[src/rtl/corr_pkg.sv]
// Shared definitions for the correlator read sequencer: default widths,
// sequencer state encoding and the MAC strobe bundle.
package corr_pkg;

  localparam int DEF_ADDR_W  = 8;
  localparam int DEF_COUNT_W = 5;
  localparam int DEF_LAG_W   = 4;
  localparam int DEF_RAM_LAT = 1;

  typedef enum logic [1:0] {
    ST_IDLE  = 2'd0,
    ST_RUN   = 2'd1,
    ST_DRAIN = 2'd2
  } state_e;

  typedef struct packed {
    logic en;
    logic clr;
    logic last;
  } strobe_t;

endpackage

[src/rtl/corr_delay.sv]
// LAT-deep shift register carrying the MAC strobes and lag tag so they line
// up with RAM read data. The lag tag only moves with a valid strobe, so the
// output tag holds its last value between accumulations.
module corr_delay
  import corr_pkg::*;
#(
  parameter int LAT   = DEF_RAM_LAT,
  parameter int LAG_W = DEF_LAG_W
) (
  input  logic             ck,
  input  logic             rst,
  input  logic             flush,
  input  strobe_t          stb_i,
  input  logic [LAG_W-1:0] lag_i,
  output strobe_t          stb_o,
  output logic [LAG_W-1:0] lag_o
);

  strobe_t          stb_q [LAT];
  logic [LAG_W-1:0] lag_q [LAT];

  always_ff @(posedge ck) begin
    if (rst) begin
      // NOTE: these stages are a handful of flops rather than a RAM array, so
      // clearing every entry on reset is cheap and keeps outputs defined.
      for (int i = 0; i < LAT; i++) begin
        stb_q[i] <= '0;
        lag_q[i] <= '0;
      end
    end else if (flush) begin
      for (int i = 0; i < LAT; i++) begin
        stb_q[i] <= '0;
      end
    end else begin
      stb_q[0] <= stb_i;
      if (stb_i.en) lag_q[0] <= lag_i;
      for (int i = 1; i < LAT; i++) begin
        stb_q[i] <= stb_q[i-1];
        if (stb_q[i-1].en) lag_q[i] <= lag_q[i-1];
      end
    end
  end

  assign stb_o = stb_q[LAT-1];
  assign lag_o = lag_q[LAT-1];

endmodule

[src/rtl/corr_seq.sv]
// Multi-lag read sequencer: sweeps lags x count reads over the x/y sample RAMs
// and emits latency-aligned MAC enable/clear/last strobes with a lag tag.
module corr_seq
  import corr_pkg::*;
#(
  parameter int ADDR_W  = DEF_ADDR_W,
  parameter int COUNT_W = DEF_COUNT_W,
  parameter int LAG_W   = DEF_LAG_W,
  parameter int RAM_LAT = DEF_RAM_LAT
) (
  input  logic               ck,
  input  logic               rst,
  input  logic               start,
  input  logic               abort,
  input  logic [COUNT_W-1:0] count,
  input  logic [LAG_W-1:0]   lags,
  input  logic [ADDR_W-1:0]  x_base,
  input  logic [ADDR_W-1:0]  y_base,
  output logic [ADDR_W-1:0]  x_raddr,
  output logic [ADDR_W-1:0]  y_raddr,
  output logic               ren,
  output logic               mac_en,
  output logic               mac_clr,
  output logic               mac_last,
  output logic [LAG_W-1:0]   lag_out,
  output logic               busy,
  output logic               done
);

  localparam int DRAIN_W = (RAM_LAT > 1) ? $clog2(RAM_LAT) : 1;

  state_e             state_q;
  logic [COUNT_W-1:0] count_q, idx_q, idx_d;
  logic [LAG_W-1:0]   lags_q, lag_q, lag_d;
  logic [ADDR_W-1:0]  x_base_q, y_base_q;
  logic [ADDR_W-1:0]  x_raddr_q, y_raddr_q, x_raddr_d, y_raddr_d;
  logic [DRAIN_W-1:0] drain_q;
  logic               ren_q, busy_q, done_q;
  logic               idx_last, lag_last;
  strobe_t            stb, mac_stb;

  // Next read position and its addresses; all sums wrap at ADDR_W bits.
  always_comb begin
    idx_last  = (idx_q == count_q - COUNT_W'(1));
    lag_last  = (lag_q == lags_q - LAG_W'(1));
    idx_d     = idx_last ? '0 : idx_q + COUNT_W'(1);
    lag_d     = idx_last ? lag_q + LAG_W'(1) : lag_q;
    x_raddr_d = x_base_q + ADDR_W'(lag_d) + ADDR_W'(idx_d);
    y_raddr_d = y_base_q + ADDR_W'(idx_d);
    stb.en    = ren_q;
    stb.clr   = ren_q && (idx_q == '0);
    stb.last  = ren_q && idx_last;
  end

  always_ff @(posedge ck) begin
    if (rst) begin
      state_q   <= ST_IDLE;
      count_q   <= '0;
      lags_q    <= '0;
      x_base_q  <= '0;
      y_base_q  <= '0;
      idx_q     <= '0;
      lag_q     <= '0;
      x_raddr_q <= '0;
      y_raddr_q <= '0;
      drain_q   <= '0;
      ren_q     <= 1'b0;
      busy_q    <= 1'b0;
      done_q    <= 1'b0;
    end else begin
      // NOTE: non-blocking assignments here so every register samples the
      // pre-edge values; the default below makes done a single-cycle pulse.
      done_q <= 1'b0;
      unique case (state_q)
        ST_IDLE: begin
          if (start && !abort) begin
            if (count != '0 && lags != '0) begin
              state_q   <= ST_RUN;
              count_q   <= count;
              lags_q    <= lags;
              x_base_q  <= x_base;
              y_base_q  <= y_base;
              idx_q     <= '0;
              lag_q     <= '0;
              x_raddr_q <= x_base;
              y_raddr_q <= y_base;
              ren_q     <= 1'b1;
              busy_q    <= 1'b1;
            end else begin
              done_q <= 1'b1;
            end
          end
        end
        ST_RUN: begin
          if (abort || (idx_last && lag_last)) begin
            state_q   <= abort ? ST_IDLE : ST_DRAIN;
            busy_q    <= !abort;
            ren_q     <= 1'b0;
            x_raddr_q <= '0;
            y_raddr_q <= '0;
            drain_q   <= DRAIN_W'(RAM_LAT - 1);
          end else begin
            idx_q     <= idx_d;
            lag_q     <= lag_d;
            x_raddr_q <= x_raddr_d;
            y_raddr_q <= y_raddr_d;
          end
        end
        ST_DRAIN: begin
          if (abort) begin
            state_q <= ST_IDLE;
            busy_q  <= 1'b0;
          end else if (drain_q == '0) begin
            state_q <= ST_IDLE;
            busy_q  <= 1'b0;
            done_q  <= 1'b1;
          end else begin
            drain_q <= drain_q - DRAIN_W'(1);
          end
        end
        default: state_q <= ST_IDLE;
      endcase
    end
  end

  corr_delay #(
    .LAT  (RAM_LAT),
    .LAG_W(LAG_W)
  ) u_delay (
    .ck   (ck),
    .rst  (rst),
    .flush(rst | abort),
    .stb_i(stb),
    .lag_i(lag_q),
    .stb_o(mac_stb),
    .lag_o(lag_out)
  );

  assign x_raddr  = x_raddr_q;
  assign y_raddr  = y_raddr_q;
  assign ren      = ren_q;
  assign busy     = busy_q;
  assign done     = done_q;
  assign mac_en   = mac_stb.en;
  assign mac_clr  = mac_stb.clr;
  assign mac_last = mac_stb.last;

endmodule

[config.mk]
export PLATFORM = sky130hd
export DESIGN_NAME = corr_seq
export DESIGN_NICKNAME = d
export VERILOG_FILES = /design/src/rtl/corr_pkg.sv /design/src/rtl/corr_delay.sv /design/src/rtl/corr_seq.sv
export SDC_FILE = /design/constraint.sdc
export NUM_CORES = 1
export LEC_CHECK = 0
export ABC_AREA = 1
export BUFFER_PORTS_ARGS = -buffer_cell sky130_fd_sc_hd__buf_2
export CAP_MARGIN = 0
export CORE_MARGIN = 2
export CORE_UTILIZATION = 60
export DETAILED_ROUTE_END_ITERATION = 10
export PLACE_DENSITY = 0.84
export SLEW_MARGIN = 10
export SYNTH_ARGS = -nofsm -noshare
export SYNTH_HDL_FRONTEND = slang
export SYNTH_HIERARCHICAL = 1
export SYNTH_SLANG_ARGS = --single-unit
export TNS_END_PERCENT = 20
[constraint.sdc]
create_clock -name ck -period 7.89 [get_ports ck]
set_input_delay 0.3945 -clock ck [delete_from_list [all_inputs] [get_ports ck]]
set_output_delay 0.3945 -clock ck [all_outputs]
set_load 0.1 [all_outputs]
==> metrics.csv <==
metric,value,unit
run_status,finished clean,
synth_cells,488,
ctsHoldBuffers,0,
synth.yosys.seq_area_share,0.3699,
final-seq-area,1311,um2
fillers,465,
io_pins,55,
overflow,0,
drt_wl_total,8521,um
grt_first_pass_wirelength,14120,um
drv_cap,0,
path_class,flip-flop to flip-flop,
power.share.clock,0.286,
fin_crit_sh,0.4868,
m1WireLength,3568,um
p_switching,0.0003891,W
fin_crit,3.841,ns
fin_skew,0.008896,ns
synth_edf_count,7,
hold_class,primary input to flip-flop,
sw_frac_of_total,0.3996,
port_buffers,54,
grt.total_usage,0.2835,
timing.rr.end,x_raddr[6],
antenna_found_initial,0,
hold_viol,0,
drt_first_pass_iters,5,
syn-cell-area,3545,um2
critical_path_arrival,4.12,ns
fp.dieW,80.86,um
die-area,6538,um2
final_common_cell,nand2_1,
wl_met2,4257,um
crit_fanout,11,
globalplace.congestion,0.9444,
drc,0,
post-route-util,0.7164,
power.density,242.3,nW/um2
n_antenna_cell,0,
clkLatencyLatePin,0.35,ns
rsz0062_at_grt,false,
wl_per_cell,13.83,um
avgSynthCellArea,7.264,um2
rrSetupSlack,4.05,ns
ys_seq_elements,62,
die_h,80.86,um
cts.sinks,62,
cts_root_buffer,clkbuf_8,
p_int,0.0005845,W
cts_inserted_buffers,9,
dpl.hpwl,6011,um
htreeDepth,3,
finalMaxSlewViolations,0,
slew_headroom,0.2868,
grt_max_degree,53,
via_count,3363,
routed-wl-met3,421,um
crit_required,8.16,ns
worst_setup_path_end_kind,flip-flop,
synth.distinct_cells,39,
power_frac_seq,0.390,
nets,587,
cts_tree,yes,
num_rows,27,
dr.max_layer_used,met4,
setup_viol,0,
synth_warnings,6,
r2r-start,count_q[0],
drtIter0Drc,205,
ir_worst_vdd,0.1631,mV
worstHoldPathCells,3,
drive_gt1_frac,0.1857,
ys.flop_type,dfxtp_1,
start_util,0.6321,
clockBufferDepth,2,
final_cell_mix,"nand2_1, inv_1, a21oi_1",
min_from,x_base[2],
holdPathEnd,x_base_q[2],
via_per_inst,5.459,
async_flop_share,0,
path_clk_slew,0.07,ns
worst_slew_pin_slew,1.069,ns
rr_worst_depth,25,
post-cts-setup-buffers,0,
ant_nets,0,
worstSetupStartpointType,flip-flop,
setup_tns,0,ns
multi_input_area,1838,um2
core-area,5608,um2
cts_resized,0,
grt_pass1_vias,3195,
syn_to_final_growth,13.34,%
leakagePower,1.876,nW
comb_power_share,0.324,
max_freq,260.3,MHz
==> critical path, stage by stage (launching register included) <==
cell and delay [ns]:
dfxtp_1 0.33, inv_1 0.08, ha_1 0.30, inv_1 0.04
nand2_1 0.06, nand2_1 0.05, nor2_1 0.07, nand2_1 0.06
nor2_2 0.09, nand2_2 0.24, clkinv_4 0.15, nand4_2 0.08
xor2_1 0.27, xor2_1 0.17, inv_1 0.06, ha_1 0.27
ha_1 0.35, nand2_1 0.08, nor2_1 0.04, a211oi_1 0.27
nor2_1 0.09, o21ai_0 0.16, nand2_1 0.08, a21oi_1 0.13
o21ai_0 0.10, a21oi_1 0.14
==> metal layers <==
metal	GRT usage	vias up
met5	0	-
met4	0.1627	0
met3	0.05111	24
met2	0.4967	102
met1	0.3229	1545
li1	-	1692
==> cells in the mapped netlist, types with 5 or more instances <==
cell type / number / area [um2]
o21ai_1: 12 / 60.06
nand2_2: 10 / 62.56
buf_2: 8 / 40.04
ha_1: 17 / 212.7
xnor2_1: 6 / 52.55
a21oi_1: 73 / 365.4
nand3_1: 20 / 100.1
nand2_1: 78 / 292.8
o21ai_0: 42 / 210.2
dfxtp_1: 55 / 1101
inv_1: 76 / 285.3
inv_2: 5 / 18.77
clkbuf_1: 6 / 22.52
edfxtp_1: 7 / 210.2
nor2_1: 25 / 93.84
xor2_1: 9 / 78.83
==> per-stage QoR <==
step	total power, W	instances	instance area (um2)	setup slack [ns]	hold slack, ns
global route	0.001022	616	4018	3.572	0.3495
global placement	0.0006914	600	3826	4.195	0.4416
detailed placement	0.0006993	600	3826	4.057	0.4505
CTS	0.0009745	616	4018	4.038	0.3228
finish	0.0009736	616	4018	4.049	0.3235
floorplan	0.0006401	490	3552	4.571	0.4280
==> state kept, by name (all words and copies together), names as in the netlist <==
register	count
busy	1
count_q	5
done	1
idx_q	5
lag_q	4
lags_q	4
ren	1
state_q	2
u_delay/lag_q	4
u_delay/stb_q	3
x_base_q	8
x_raddr	8
y_base_q	8
y_raddr	8
==> how the worst max path moves through the flow <==
stage / depth (start not counted) / endpoint / slack, ns / startpoint
global placement: 25 / x_raddr[6] / 4.20 / count_q[0]
global route: 25 / x_raddr[6] / 3.57 / count_q[0]
detailed placement: 25 / x_raddr[6] / 4.06 / count_q[0]
floorplan: 24 / x_raddr[7] / 4.57 / count_q[0]
finish: 25 / x_raddr[6] / 4.05 / count_q[0]
CTS: 25 / x_raddr[6] / 4.04 / count_q[0]
==> area by class of cell <==
class                      count  area share
tap                           72     0.02242
clock buffer                  12     0.03613
clock inverter                 4     0.01152
multi-input combinational    329      0.4575
timing repair buffer          54     0.06727
inverter                      83     0.07879
sequential                    62      0.3264
==> power groups by stage <==
stage / logic, W / clock network (W) / registers [W]
2_1_floorplan: 0.000147 / 0 / 0.000493
3_3_place_gp: 0.000307 / 0 / 0.000385
3_5_place_dp: 0.000313 / 0 / 0.000386
4_1_cts: 0.000316 / 0.000280 / 0.000379
5_1_grt: 0.000345 / 0.000294 / 0.000384
6_report: 0.000316 / 0.000278 / 0.000380
==> kinds of logic after synthesis <==
| kind of cell | Yosys count | share of synthesized area |
|---|---|---|
| simple gates | 158 | 0.2107 |
| compound gates | 134 | 0.1963 |
| buf+inv | 99 | 0.1137 |
| flops | 62 | 0.3699 |
| fa+ha+maj | 19 | 0.07130 |
| xor+xnor | 15 | 0.03706 |
| other cells | 1 | 0.001058 |
(Power assumes the default switching activity.)
